**config.mk**
```make
export PLATFORM = sky130hd
export DESIGN_NAME = snake_body_move_flat
export DESIGN_NICKNAME = d
export VERILOG_FILES = /design/src/rtl/snake_pkg.sv /design/src/rtl/snake_body_move_if.sv /design/src/rtl/snake_next_pos.sv /design/src/rtl/snake_body_move.sv /design/src/flat_wrapper.sv
export SDC_FILE = /design/constraint.sdc
export NUM_CORES = 1
export LEC_CHECK = 0
export BUFFER_PORTS_ARGS = -buffer_cell sky130_fd_sc_hd__buf_2
export CAP_MARGIN = 0
export CORE_ASPECT_RATIO = 1.5
export CORE_MARGIN = 8
export CORE_UTILIZATION = 40
export DETAILED_ROUTE_END_ITERATION = 7
export PLACE_DENSITY = 0.59
export SLEW_MARGIN = 10
export SYNTH_ARGS = -nofsm -noshare
export SYNTH_HDL_FRONTEND = slang
export SYNTH_SLANG_ARGS = --single-unit
```
**constraint.sdc**
```tcl
create_clock -name clk -period 6 [get_ports clk]
set_input_delay 0.9 -clock clk [delete_from_list [all_inputs] [get_ports clk]]
set_output_delay 0.9 -clock clk [all_outputs]
set_load 0.1 [all_outputs]
```
**src/rtl/snake_pkg.sv**
```systemverilog
// Shared snake game types: steering heading, grid position and body-move FSM states.
// Board and buffer size defaults live here so the interface and the datapath agree on widths.
package snake_pkg;

  localparam int GRID_W_DEF  = 32;
  localparam int GRID_H_DEF  = 24;
  localparam int MAX_LEN_DEF = 16;

  localparam int XW = $clog2(GRID_W_DEF);
  localparam int YW = $clog2(GRID_H_DEF);
  localparam int LW = $clog2(MAX_LEN_DEF + 1);
  localparam int IW = $clog2(MAX_LEN_DEF);

  typedef enum logic [2:0] {
    DIR_NONE = 3'd0,
    UP       = 3'd1,
    DOWN     = 3'd2,
    LEFT     = 3'd3,
    RIGHT    = 3'd4
  } direction;

  typedef struct packed {
    logic [XW-1:0] x;
    logic [YW-1:0] y;
  } pos_t;

  typedef enum logic [2:0] {
    WAIT_TICK,
    MOVE,
    CHECK,
    DONE,
    DEAD
  } state_t;

endpackage

```
**src/rtl/snake_body_move_if.sv**
```systemverilog
// Game-tick and drawing-side signals of the snake body mover.
// master = steering/drawing side, slave = body mover; no backpressure, all levels/pulses.
interface snake_body_move_if;
  import snake_pkg::*;

  logic          clk_divided;
  direction      dir;
  logic          grow;
  logic [XW-1:0] head_x;
  logic [YW-1:0] head_y;
  logic [LW-1:0] length;
  logic [IW-1:0] rd_idx;
  logic [XW-1:0] rd_x;
  logic [YW-1:0] rd_y;
  logic          rd_valid;
  logic          step_done;
  logic          collision;

  modport master (
    output clk_divided, dir, grow, rd_idx,
    input  head_x, head_y, length, rd_x, rd_y, rd_valid, step_done, collision
  );

  modport slave (
    input  clk_divided, dir, grow, rd_idx,
    output head_x, head_y, length, rd_x, rd_y, rd_valid, step_done, collision
  );

endinterface

```
**src/rtl/snake_next_pos.sv**
```systemverilog
// One-cell step of a grid position in a heading, wrapping at the board edges.
// Combinational, zero latency; no backpressure. Unknown headings leave the position unchanged.
module snake_next_pos
  import snake_pkg::*;
#(
  parameter int GRID_W = GRID_W_DEF,
  parameter int GRID_H = GRID_H_DEF
) (
  input  pos_t     cur,
  input  direction dir,
  output pos_t     nxt
);

  always_comb begin
    nxt = cur;
    case (dir)
      UP:      nxt.y = (cur.y == '0) ? YW'(GRID_H - 1) : cur.y - YW'(1);
      DOWN:    nxt.y = (cur.y == YW'(GRID_H - 1)) ? '0 : cur.y + YW'(1);
      LEFT:    nxt.x = (cur.x == '0) ? XW'(GRID_W - 1) : cur.x - XW'(1);
      RIGHT:   nxt.x = (cur.x == XW'(GRID_W - 1)) ? '0 : cur.x + XW'(1);
      default: nxt = cur;
    endcase
  end

endmodule

```
**src/rtl/snake_body_move.sv**
```systemverilog
// Snake body mover: on each clk_divided falling edge shift the body, step the head, then scan for self-hit.
// Head moves 2 cycles after tick detect, step_done length+1 cycles after; no backpressure, early ticks dropped.
module snake_body_move
  import snake_pkg::*;
#(
  parameter int GRID_W   = GRID_W_DEF,
  parameter int GRID_H   = GRID_H_DEF,
  parameter int MAX_LEN  = MAX_LEN_DEF,
  parameter int INIT_LEN = 3,
  parameter int INIT_X   = 16,
  parameter int INIT_Y   = 12
) (
  input logic              clk,
  input logic              rst,
  snake_body_move_if.slave bus
);

  state_t        state, state_nxt;
  pos_t          seg [MAX_LEN];
  pos_t          head_nxt;
  logic [LW-1:0] length, len_after_move;
  logic [IW-1:0] k;
  logic          clk_div_prev, grow_pending, collision;
  logic          tick, grow_eff, match, last_k;

  assign tick           = clk_div_prev & ~bus.clk_divided;
  assign grow_eff       = grow_pending | bus.grow;
  assign len_after_move = (grow_eff && length < LW'(MAX_LEN)) ? length + LW'(1) : length;
  assign match          = (seg[0] == seg[k]);
  assign last_k         = (LW'(k) == length - LW'(1));

  snake_next_pos #(
    .GRID_W (GRID_W),
    .GRID_H (GRID_H)
  ) u_next_pos (
    .cur (seg[0]),
    .dir (bus.dir),
    .nxt (head_nxt)
  );

  always_ff @(posedge clk or negedge rst) begin
    if (!rst) state <= WAIT_TICK;
    else      state <= state_nxt;
  end

  always_comb begin
    state_nxt = state;
    case (state)
      WAIT_TICK: if (tick) state_nxt = MOVE;
      MOVE:      state_nxt = (len_after_move == LW'(1)) ? DONE : CHECK;
      CHECK: begin
        if (match)       state_nxt = DEAD;
        else if (last_k) state_nxt = DONE;
      end
      DONE:      state_nxt = WAIT_TICK;
      DEAD:      state_nxt = DEAD;
      default:   state_nxt = WAIT_TICK;
    endcase
  end

  always_ff @(posedge clk or negedge rst) begin
    if (!rst) begin
      clk_div_prev <= 1'b0;
      length       <= LW'(INIT_LEN);
      collision    <= 1'b0;
      grow_pending <= 1'b0;
      k            <= '0;
      // Body starts straight below the head, as if it had been travelling UP.
      for (int i = 0; i < MAX_LEN; i++) begin
        if (i < INIT_LEN) seg[i] <= '{x: XW'(INIT_X), y: YW'(INIT_Y + i)};
        else              seg[i] <= '0;
      end
    end else begin
      clk_div_prev <= bus.clk_divided;
      case (state)
        MOVE: begin
          for (int i = MAX_LEN - 1; i > 0; i--) seg[i] <= seg[i-1];
          seg[0]       <= head_nxt;
          length       <= len_after_move;
          grow_pending <= 1'b0;
          k            <= IW'(1);
        end
        CHECK: begin
          if (match)        collision <= 1'b1;
          else if (!last_k) k <= k + IW'(1);
          if (bus.grow) grow_pending <= 1'b1;
        end
        DEAD: ;
        default: if (bus.grow) grow_pending <= 1'b1;
      endcase
    end
  end

  assign bus.head_x    = seg[0].x;
  assign bus.head_y    = seg[0].y;
  assign bus.length    = length;
  assign bus.rd_x      = seg[bus.rd_idx].x;
  assign bus.rd_y      = seg[bus.rd_idx].y;
  assign bus.rd_valid  = (LW'(bus.rd_idx) < length);
  assign bus.step_done = (state == DONE);
  assign bus.collision = collision;

endmodule

```
**src/flat_wrapper.sv**
```systemverilog
// flat-port wrapper written by rule: the top's interface ports become plain ports
module snake_body_move_flat import snake_pkg::*;
#(
  parameter int GRID_W   = GRID_W_DEF,
  parameter int GRID_H   = GRID_H_DEF,
  parameter int MAX_LEN  = MAX_LEN_DEF,
  parameter int INIT_LEN = 3,
  parameter int INIT_X   = 16,
  parameter int INIT_Y   = 12
)
  (clk, rst, bus_clk_divided, bus_dir, bus_grow, bus_rd_idx, bus_head_x, bus_head_y, bus_length, bus_rd_x, bus_rd_y, bus_rd_valid, bus_step_done, bus_collision);
  snake_body_move_if bus_i ();
  input logic clk;
  input logic rst;
  input wire logic [$bits(bus_i.clk_divided)-1:0] bus_clk_divided;
  input wire logic [$bits(bus_i.dir)-1:0] bus_dir;
  input wire logic [$bits(bus_i.grow)-1:0] bus_grow;
  input wire logic [$bits(bus_i.rd_idx)-1:0] bus_rd_idx;
  output wire logic [$bits(bus_i.head_x)-1:0] bus_head_x;
  output wire logic [$bits(bus_i.head_y)-1:0] bus_head_y;
  output wire logic [$bits(bus_i.length)-1:0] bus_length;
  output wire logic [$bits(bus_i.rd_x)-1:0] bus_rd_x;
  output wire logic [$bits(bus_i.rd_y)-1:0] bus_rd_y;
  output wire logic [$bits(bus_i.rd_valid)-1:0] bus_rd_valid;
  output wire logic [$bits(bus_i.step_done)-1:0] bus_step_done;
  output wire logic [$bits(bus_i.collision)-1:0] bus_collision;
  assign bus_i.clk_divided = bus_clk_divided;
  assign bus_i.dir = bus_dir;
  assign bus_i.grow = bus_grow;
  assign bus_i.rd_idx = bus_rd_idx;
  assign bus_head_x = bus_i.head_x;
  assign bus_head_y = bus_i.head_y;
  assign bus_length = bus_i.length;
  assign bus_rd_x = bus_i.rd_x;
  assign bus_rd_y = bus_i.rd_y;
  assign bus_rd_valid = bus_i.rd_valid;
  assign bus_step_done = bus_i.step_done;
  assign bus_collision = bus_i.collision;
  snake_body_move #(.GRID_W(GRID_W), .GRID_H(GRID_H), .MAX_LEN(MAX_LEN), .INIT_LEN(INIT_LEN), .INIT_X(INIT_X), .INIT_Y(INIT_Y)) u_core (.clk(clk), .rst(rst), .bus(bus_i));
endmodule
```
==> results of run 1 <==
## power groups by stage
stage                     clock (uW)  combinational [uW]  sequential (uW)
after floorplan                    0                2300             2030
after global placement             0                2640             2220
after detailed placement           0                2680             2220
after CTS                       1140                2690             2200
after global routing            1190                2900             2290
final                           1110                2650             2210
## cells in the final DEF (no fill, tap or decap), types with 9 or more instances in the layout
master,count
mux4_2,74
dfrtp_1,161
a22oi_1,16
nand2_1,461
buf_4,9
dfstp_2,13
inv_1,14
clkbuf_16,17
nor2_1,24
xnor2_1,16
ha_1,11
buf_2,37
a21oi_1,15
o21ai_0,19
mux4_1,17
## cells by family (layout without fill, tap and decap cells)
kind of cell	Yosys count	count (layout)	synth area share
AOI/OAI and AO/OA	74	74	0.0471
xor gates and xnor gates	19	19	0.0168
adders and majority gates	11	11	0.0139
buffers and inverters	96	93	0.0456
DFF	175	175	0.443
muxes	99	99	0.221
and+or+nand+nor	529	529	0.213
## cell type report
| class | count | area (um^2) |
|---|---|---|
| multi-input cells | 732 | 5080 |
| repair buffers | 47 | 264 |
| clock inverters | 6 | 82.6 |
| flip-flops and latches | 175 | 4400 |
| fillers | 2271 | 13700 |
| clock buffers | 26 | 499 |
| well taps | 324 | 405 |
| inverters | 14 | 52.6 |
## through the flow
stage	power (uW)	hold slack (ps)	setup WS, ps	util	cells
5_1_grt	6370	500	1700	0.441	1324
3_3_place_gp	4850	461	1810	0.418	1292
2_1_floorplan	4330	445	2170	-	1003
6_report	5970	475	1860	0.441	1324
3_5_place_dp	4900	466	1780	0.418	1292
4_1_cts	6030	474	1780	0.441	1324
## how the worst max path moves through the flow
stage                  startpoint           to  cells past startpoint
floorplan           bus_rd_idx[0]  bus_rd_x[4]                      4
global placement    bus_rd_idx[0]  bus_rd_x[2]                      5
detailed placement  bus_rd_idx[0]  bus_rd_x[2]                      5
CTS                 bus_rd_idx[0]  bus_rd_x[2]                      5
global route        bus_rd_idx[0]  bus_rd_x[2]                      5
finish              bus_rd_idx[0]  bus_rd_x[2]                      5
## registers in the layout, indices dropped and copies added (netlist names)
| signal | flops |
|---|---|
| u_core.state | 3 |
| u_core.bus.head_x | 5 |
| u_core.clk_div_prev | 1 |
| u_core.grow_pending | 1 |
| u_core.seg | 150 |
| u_core.bus.head_y | 5 |
| u_core.bus.length | 5 |
| u_core.bus.collision | 1 |
| u_core.k | 4 |
## worst register-to-register path, cell delays in order, from the launching register on
cell and delay (ps):
dfrtp_2 1090, buf_4 420, mux4_1 600, a22oi_1 190, nand2_1 90, xnor2_1 140
nand4_1 200, nor3_2 100, nor3_1 550, mux2i_1 270
## metal layers
metal	GRT usage	routed length, um
met5	0	0
met4	0.0677	568
met3	0.0272	906
met2	0.272	12100
met1	0.212	10000
==> results_dict.tcl, run 1 <==
set metrics [dict create \
    status "finished, final reports clean" \
    route.detailed.drc 0 \
    postSynth.asyncResetShare 1.00 \
    min_delay_path_depth 2 \
    dr.pass1.iters 5 \
    switchingPower_uw 2730 \
    regToRegEndpoint "u_core.k[0]$_DFFE_PN0P_" \
    reg2regPathDepth 9 \
    grt_pass1_vias 7069 \
    diodes 0 \
    synth_top_area_share 0.408 \
    synth_area_leader_cell "dfrtp_1" \
    vias 7244 \
    power.density_nw_per_um2 553 \
    slowest_delay_ps 610 \
    cp_num_buf_inv 3 \
    cts.sinks 175 \
    grt_pass1_wl_um 39100 \
    cp_max_fo 22 \
    critPathKind "in -> out" \
    syn_inst 1003 \
    num_rows 70 \
    rsz0062_at_grt "no" \
    fin_crit_sh 0.690 \
    layout_min_cycle_time_ps 4140 \
    totalWireLength_um 23600 \
    syn_area_per_cell_um2 9.90 \
    ys_seq_area_frac 0.443 \
    p_leak_uw 0.00528 \
    core-area_um2 24400 \
    die_y_um 209 \
    final_cell_area_um2 10800 \
    worstPathCellList "buf_2, buf_4, mux4_2, mux4_2, buf_2" \
    max_freq_mhz 241 \
    holdPathEnd "u_core.seg[132]$_DFFE_PN1P_" \
    synth_edf_count 0 \
    holdBufCountCts 0 \
    hold_path.class "reg -> reg" \
    ys_seq_elements 175 \
    cp_top_family "buffers and inverters" \
    fin_skew_ps 11.6 \
    finalWeightedCongestion 0.759 \
    max_slew_margin 0.255 \
    netlist_top_cells_count "nand2_1, dfrtp_1, mux4_2" \
    tns_ps 0 \
    drv_slew 0 \
    drive_gt1_frac 0.172 \
    start_util 0.406 \
    synthesis.area_um2 9930 \
    first_iter_violations 569 \
    min_from "u_core.seg[142]$_DFFE_PN1P_" \
    postCtsSetupRepairBufs 0 \
    rrSetupSlack_ps 2250 \
    synth_warnings 0 \
    combPwrFrac 0.444 \
    vias_per_cell 5.47 \
    switching_share 0.457 \
    worst_path_max_delay_cell "buf_2" \
    die_w_um 145 \
    p_int_uw 3240 \
    ir_drop_uv 390 \
    antenna_left 0 \
    tightest_slew_ps 1120 \
    crit_path_end_kind "output port" \
    cp.required_ps 5100 \
    numCtsBuffers 17 \
    cts_tree "yes" \
    yosysMostFrequentCell "nand2_1" \
    grt_remaining_overflow 0 \
    htree_levels 4 \
    synth.area.top_cells "dfrtp_1, nand2_1, mux4_2, mux4_1, dfstp_2" \
    syn2layout_area_growth_pct 8.66 \
    dp_hpwl_um 15100 \
    cts_resized 0 \
    setup_violations 0 \
    arrival_ps 3240 \
    cts-root-buf "clkbuf_16" \
    synth_ff_type "dfrtp_1" \
    wire_per_inst_um 17.8 \
    postPlaceCellArea_um2 10200 \
    r2r_start "u_core.k[0]$_DFFE_PN0P_" \
    power_frac_seq 0.370 \
    crit_path_start_kind "input pin" \
    synthesis.nets 1025 \
    antenna_found_initial 0 \
    boundaryPins 39 \
    yosysUniqueCellTypes 52 \
    track_usage 0.166 \
    cap_violations 0 \
    clk_latency_ps 440 \
    portBuffers 38 \
    clk_pin_slew_ps 60 \
    hold_viol 0 \
    clkPwrFrac 0.186 \
    design.die.area_um2 30200 \
    grt_start_max_net_pins 109 \
    clock_path_buffers 2 \
    final_nets 1009 \
]
(Power assumes the default switching activity.)
==> run 2, diff against run 1 <==
==> constraint.sdc (replaced) <==
create_clock -name clk -period 4.15 [get_ports clk]
set_input_delay 0.6225 -clock clk [delete_from_list [all_inputs] [get_ports clk]]
set_output_delay 0.6225 -clock clk [all_outputs]
set_load 0.1 [all_outputs]
==> run 2 against run 1 <==
  * Global-route usage is 0.15 points higher
  * Register-to-register slack worse by 1300 ps
  * Die area stayed put
  * Final cell count is 0.53% higher
  * Setup slack worse by 960 ps
  * First-iteration DRC count is 10% higher
  * Highest routed layer unchanged
  * Total power is 48% higher
  * Critical path depth is 4 higher
  * Critical path type is now reg -> reg
  * Utilization is 0.57 points higher
  * Clock skew is 4.2 ps lower
  * Combinational power is 48% higher
  * Sequential cell count stayed put
==> results_dict.tcl, run 2 (same netlist as run 1, synthesis figures left out) <==
set metrics [dict create \
    core-area_um2 24400 \
    totalWireLength_um 23500 \
    grt_start_max_net_pins 148 \
    finalWeightedCongestion 0.759 \
    diodes 0 \
    tns_ps 0 \
    first_iter_violations 628 \
    vias 7226 \
    track_usage 0.167 \
    dp_hpwl_um 15000 \
    boundaryPins 39 \
    critPathKind "reg -> reg" \
    num_rows 70 \
    mostFrequentLayoutCells "nand2_1, dfrtp_1, mux4_2, buf_2, nor2_1" \
    max_slew_margin 0.317 \
    hold_path.class "in -> async" \
    die_y_um 209 \
    vias_per_cell 5.43 \
    fin_skew_ps 7.38 \
    hold_viol 0 \
    dr.pass1.iters 5 \
    crit_path_start_kind "flip-flop" \
    holdBufCountCts 0 \
    wire_per_inst_um 17.7 \
    grt_pass1_wl_um 39800 \
    p_leak_uw 0.00533 \
    clk_pin_slew_ps 70 \
    final_nets 1016 \
    cts.sinks 175 \
    antenna_left 0 \
    final_common_cell "nand2_1" \
    cts_resized 0 \
    postCtsSetupRepairBufs 0 \
    clock_path_buffers 2 \
    portBuffers 38 \
    route.detailed.drc 0 \
    cts-root-buf "clkbuf_16" \
    setup_violations 0 \
    fin_cells 1331 \
    grt_pass1_vias 7393 \
    htree_levels 4 \
    rsz0062_at_grt "no" \
    p_total_uw 8800 \
    start_util 0.406 \
    drv_slew 0 \
    ir_drop_uv 483 \
    drive_gt1_frac 0.181 \
    post-place-cells 1299 \
    tightest_slew_ps 1020 \
    arrival_ps 3610 \
    antenna_found_initial 0 \
    crit_path_end_kind "flip-flop" \
    grt_remaining_overflow 0 \
    largest_reg_flops 150 \
    cap_violations 0 \
    design.die.area_um2 30200 \
    largest_register "u_core.seg" \
    cts_tree "yes" \
    fin_crit_sh 0.783 \
    die_w_um 145 \
    cp.required_ps 4510 \
    clk_latency_ps 440 \
    cp_max_fo 20 \
    layout_min_cycle_time_ps 3250 \
    numCtsBuffers 17 \
    power.density_nw_per_um2 806 \
    status "finished, final reports clean" \
    max_freq_mhz 308 \
    syn2layout_area_growth_pct 10.1 \
]
[run 2: cell types whose count changed in the layout (fill, tap and decap cells not counted), sizes merged]
| cell | delta |
|---|---|
| clkbuf | -6 |
| buf | +7 |
| inv | +2 |
| bufinv | +2 |
| clkinv | -2 |
| clkinvlp | +4 |
[run 2: worst paths after layout]
check / depth (start not counted) / startpoint / endpoint / slack (ps)
min in group clk: 1 / bus_clk_divided / u_core.clk_div_prev$_DFF_PN0_ / 300
worst min-delay path: 1 / rst / u_core.seg[26]$_DFFE_PN0P_ / 280
worst max register to register: 9 / u_core.k[0]$_DFFE_PN0P_ / u_core.k[1]$_DFFE_PN0P_ / 900
max in group asynchronous: 2 / rst / u_core.seg[132]$_DFFE_PN1P_ / 2990
worst max-delay path: 9 / u_core.k[0]$_DFFE_PN0P_ / u_core.k[1]$_DFFE_PN0P_ / 900
worst min register to register: 2 / u_core.seg[133]$_DFFE_PN1P_ / u_core.seg[133]$_DFFE_PN1P_ / 470
[run 2: metrics by stage]
stage                      util  setup WS (ps)  cell area (um^2)  hold slack [ps]
after floorplan               -            874              9930              327
after global placement    0.421            896             10300              462
after detailed placement  0.421            842             10300              463
after CTS                 0.447            846             10900              288
after global routing      0.447            607             10900              294
final                     0.447            901             10900              282
[run 2: area by class of cell]
| cell class | count | area (um^2) |
|---|---|---|
| sequential | 175 | 4400 |
| clock buffer | 20 | 447 |
| inverter | 14 | 52.6 |
| clock inverter | 12 | 184 |
| timing repair buffer | 54 | 354 |
| multi-input combinational | 732 | 5080 |
| tap | 324 | 405 |
| fill | 2273 | 13500 |
[run 2: routing by layer]
metal  track usage  routed length (um)  vias to the layer above
met4        0.0663                 579                        0
met2         0.280               12000                      167
met3        0.0301                 905                       41
met5             0                   0                        -
li1              -                   -                     3393
met1         0.208               10000                     3625
[run 2: report_power, final]
| group | internal, uW | switching (uW) |
|---|---|---|
| Combinational | 1450 | 2480 |
| Sequential | 2330 | 817 |
| Clock | 1030 | 697 |
[run 2: critical path, stage by stage, from the launching register on]
cell     delay [ps]
dfrtp_2         650
buf_4           420
mux4_1          610
a22oi_1         200
nand2_1         110
xnor2_1         150
nand4_1         160
nor3_2           80
nor3_1          520
mux2i_1         260
==> run 3, diff against run 2 <==
--- a/config.mk
+++ b/config.mk
@@ -5,13 +5,14 @@
 export SDC_FILE = /design/constraint.sdc
 export NUM_CORES = 1
 export LEC_CHECK = 0
+export ABC_AREA = 1
 export BUFFER_PORTS_ARGS = -buffer_cell sky130_fd_sc_hd__buf_2
 export CAP_MARGIN = 0
 export CORE_ASPECT_RATIO = 1.5
 export CORE_MARGIN = 8
 export CORE_UTILIZATION = 40
 export DETAILED_ROUTE_END_ITERATION = 7
-export PLACE_DENSITY = 0.59
+export PLACE_DENSITY = 0.61
 export SLEW_MARGIN = 10
 export SYNTH_ARGS = -nofsm -noshare
 export SYNTH_HDL_FRONTEND = slang
==> constraint.sdc (replaced) <==
create_clock -name clk -period 2.85 [get_ports clk]
set_input_delay 0.4275 -clock clk [delete_from_list [all_inputs] [get_ports clk]]
set_output_delay 0.4275 -clock clk [all_outputs]
set_load 0.1 [all_outputs]
==> run 3 against run 2 <==
  * Via count up 33%
  * Critical path type is now reg -> out
  * Wire length up 23%
  * Setup slack worse by 560 ps
  * Synthesized area up 5.6%
  * Largest cell class unchanged
  * Combinational power up 64%
  * Sequential power up 36%
  * Total power up 53%
  * First-iteration DRC count up 36%
  * Critical path depth down 1
  * Utilization up 1.2 points
  * Hold slack worse by 170 ps
==> results_dict.tcl, run 3 <==
set metrics [dict create \
    synth_edf_count 0 \
    syn_inst 1463 \
    setup_violations 0 \
    tightest_slew_ps 978 \
    vias 9589 \
    cap_violations 0 \
    num_rows 72 \
    cp_num_buf_inv 2 \
    cts.sinks 175 \
    crit_path_end_kind "output port" \
    fin_crit_sh 0.882 \
    synth_area_leader_cell "dfrtp_1" \
    wire_per_inst_um 16.1 \
    track_usage 0.186 \
    diodes 0 \
    clk_latency_ps 450 \
    ys_seq_area_frac 0.419 \
    numCtsBuffers 17 \
    cp_max_fo 5 \
    worstPathCellList "inv_1, ha_1, o21ai_0, nand2_1, a21oi_1, nor2_1, o21ai_2, buf_12" \
    synthesis.nets 1485 \
    status "finished, final reports clean" \
    hold_path.class "in -> reg" \
    ir_drop_uv 1000 \
    synthesis.area_um2 10500 \
    finalWeightedCongestion 0.823 \
    final_common_cell "nand2_1" \
    cp_top_family "flip-flops" \
    clk_pin_slew_ps 70 \
    antenna_left 0 \
    core-area_um2 25800 \
    vias_per_cell 5.35 \
    layout_min_cycle_time_ps 2510 \
    antenna_found_initial 0 \
    dp_hpwl_um 18800 \
    start_util 0.407 \
    dr.pass1.iters 7 \
    clock_path_buffers 2 \
    die_w_um 148 \
    grt_pass1_wl_um 47700 \
    critPathKind "reg -> out" \
    final_nets 1467 \
    ys_seq_elements 175 \
    design.die.area_um2 31800 \
    synth_warnings 0 \
    arrival_ps 2090 \
    cts_tree "yes" \
    syn_area_per_cell_um2 7.17 \
    rsz0062_at_grt "no" \
    mostFrequentLayoutCells "nand2_1, o21ai_0, inv_1, dfrtp_1, nand3_1" \
    grt_remaining_overflow 0 \
    drv_slew 0 \
    htree_levels 4 \
    postSynth.asyncResetShare 1.00 \
    route.detailed.drc 0 \
    largest_reg_flops 150 \
    yosysUniqueCellTypes 36 \
    max_freq_mhz 398 \
    fin_skew_ps 8.58 \
    grt_start_max_net_pins 239 \
    boundaryPins 39 \
    p_leak_uw 0.00541 \
    power.density_nw_per_um2 1140 \
    totalWireLength_um 28900 \
    yosysMostFrequentCell "nand2_1" \
    post-place-cells 1758 \
    die_y_um 214 \
    worst_path_max_delay_cell "dfstp_2" \
    syn2layout_area_growth_pct 12.7 \
    cp.required_ps 2420 \
    max_slew_margin 0.348 \
    synth_ff_type "dfrtp_1" \
    drive_gt1_frac 0.0974 \
    slowest_delay_ps 560 \
    hold_viol 0 \
    largest_register "u_core.seg" \
    grt_pass1_vias 8986 \
    cts-root-buf "clkbuf_16" \
    synth.area.top_cells "dfrtp_1, nand2_1, o21ai_0, nand3_1, inv_1" \
    fin_cells 1791 \
    synth_top_area_share 0.387 \
    first_iter_violations 853 \
    portBuffers 38 \
    post-route-util 0.459 \
    netlist_top_cells_count "nand2_1, o21ai_0, inv_1" \
    crit_path_start_kind "flip-flop" \
]
run 3: timing repair:
action,in CTS,in global routing
gates resized for setup,0,0
hold buffers,1,0
buffers inserted,0,0
endpoints found under the hold margin,39,0
run 3: path summary, 6_finish.rpt:
check                                                  from                          endpoint  cells past startpoint  slack, ps
setup / recovery           u_core.bus.length[1]$_DFFE_PN1P_                      bus_rd_valid                      8        340
hold / removal                              bus_clk_divided     u_core.clk_div_prev$_DFF_PN0_                      1        110
setup reg to reg                    u_core.k[0]$_DFFE_PN0P_           u_core.k[1]$_DFFE_PN0P_                     15        490
hold reg to reg            u_core.bus.collision$_DFFE_PN0P_  u_core.bus.collision$_DFFE_PN0P_                      2        460
max in group asynchronous                               rst       u_core.seg[131]$_DFFE_PN1P_                      3       1580
min in group asynchronous                               rst       u_core.seg[102]$_DFFE_PN0P_                      2        490
run 3: stage by stage:
stage               area (um^2)  power [uW]  hold WS (ps)  setup TNS (ps)  setup slack [ps]
detailed placement        11100       10700           414               0               387
floorplan                 10500        9290           132           -92.8             -92.8
global placement          11100       10600           411               0               368
CTS                       11800       13600          95.9               0               294
global route              11800       14600          99.1               0               113
finish                    11800       13500           114               0               337
run 3: kinds of logic after synthesis:
logic type / Yosys count / share of synthesized area
xor gates and xnor gates: 13 / 0.0109
adders and majority gates: 11 / 0.0131
AOI/OAI and AO/OA: 416 / 0.216
buffers and inverters: 281 / 0.115
and+or+nand+nor: 567 / 0.226
DFF: 175 / 0.419
run 3: report_power, final:
part / switching, uW / total, uW / internal [uW]
Sequential: 771 / 4270 / 3500
Clock: 1010 / 2790 / 1780
Combinational: 4480 / 6450 / 1970
run 3: routing by layer:
metal	vias up	share of wire	global-route usage
met2	224	0.49	0.303
met1	4557	0.45	0.242
met4	0	0.024	0.0761
li1	4769	-	-
met3	39	0.040	0.0287
met5	-	0	0
run 3: layout make-up:
type | count | area (um^2)
clock buffers | 21 | 460
multi-input cells | 1007 | 4910
repair buffers | 72 | 747
fillers | 2654 | 13900
flip-flops and latches | 175 | 4400
clock inverters | 11 | 235
inverters | 172 | 646
well taps | 333 | 417
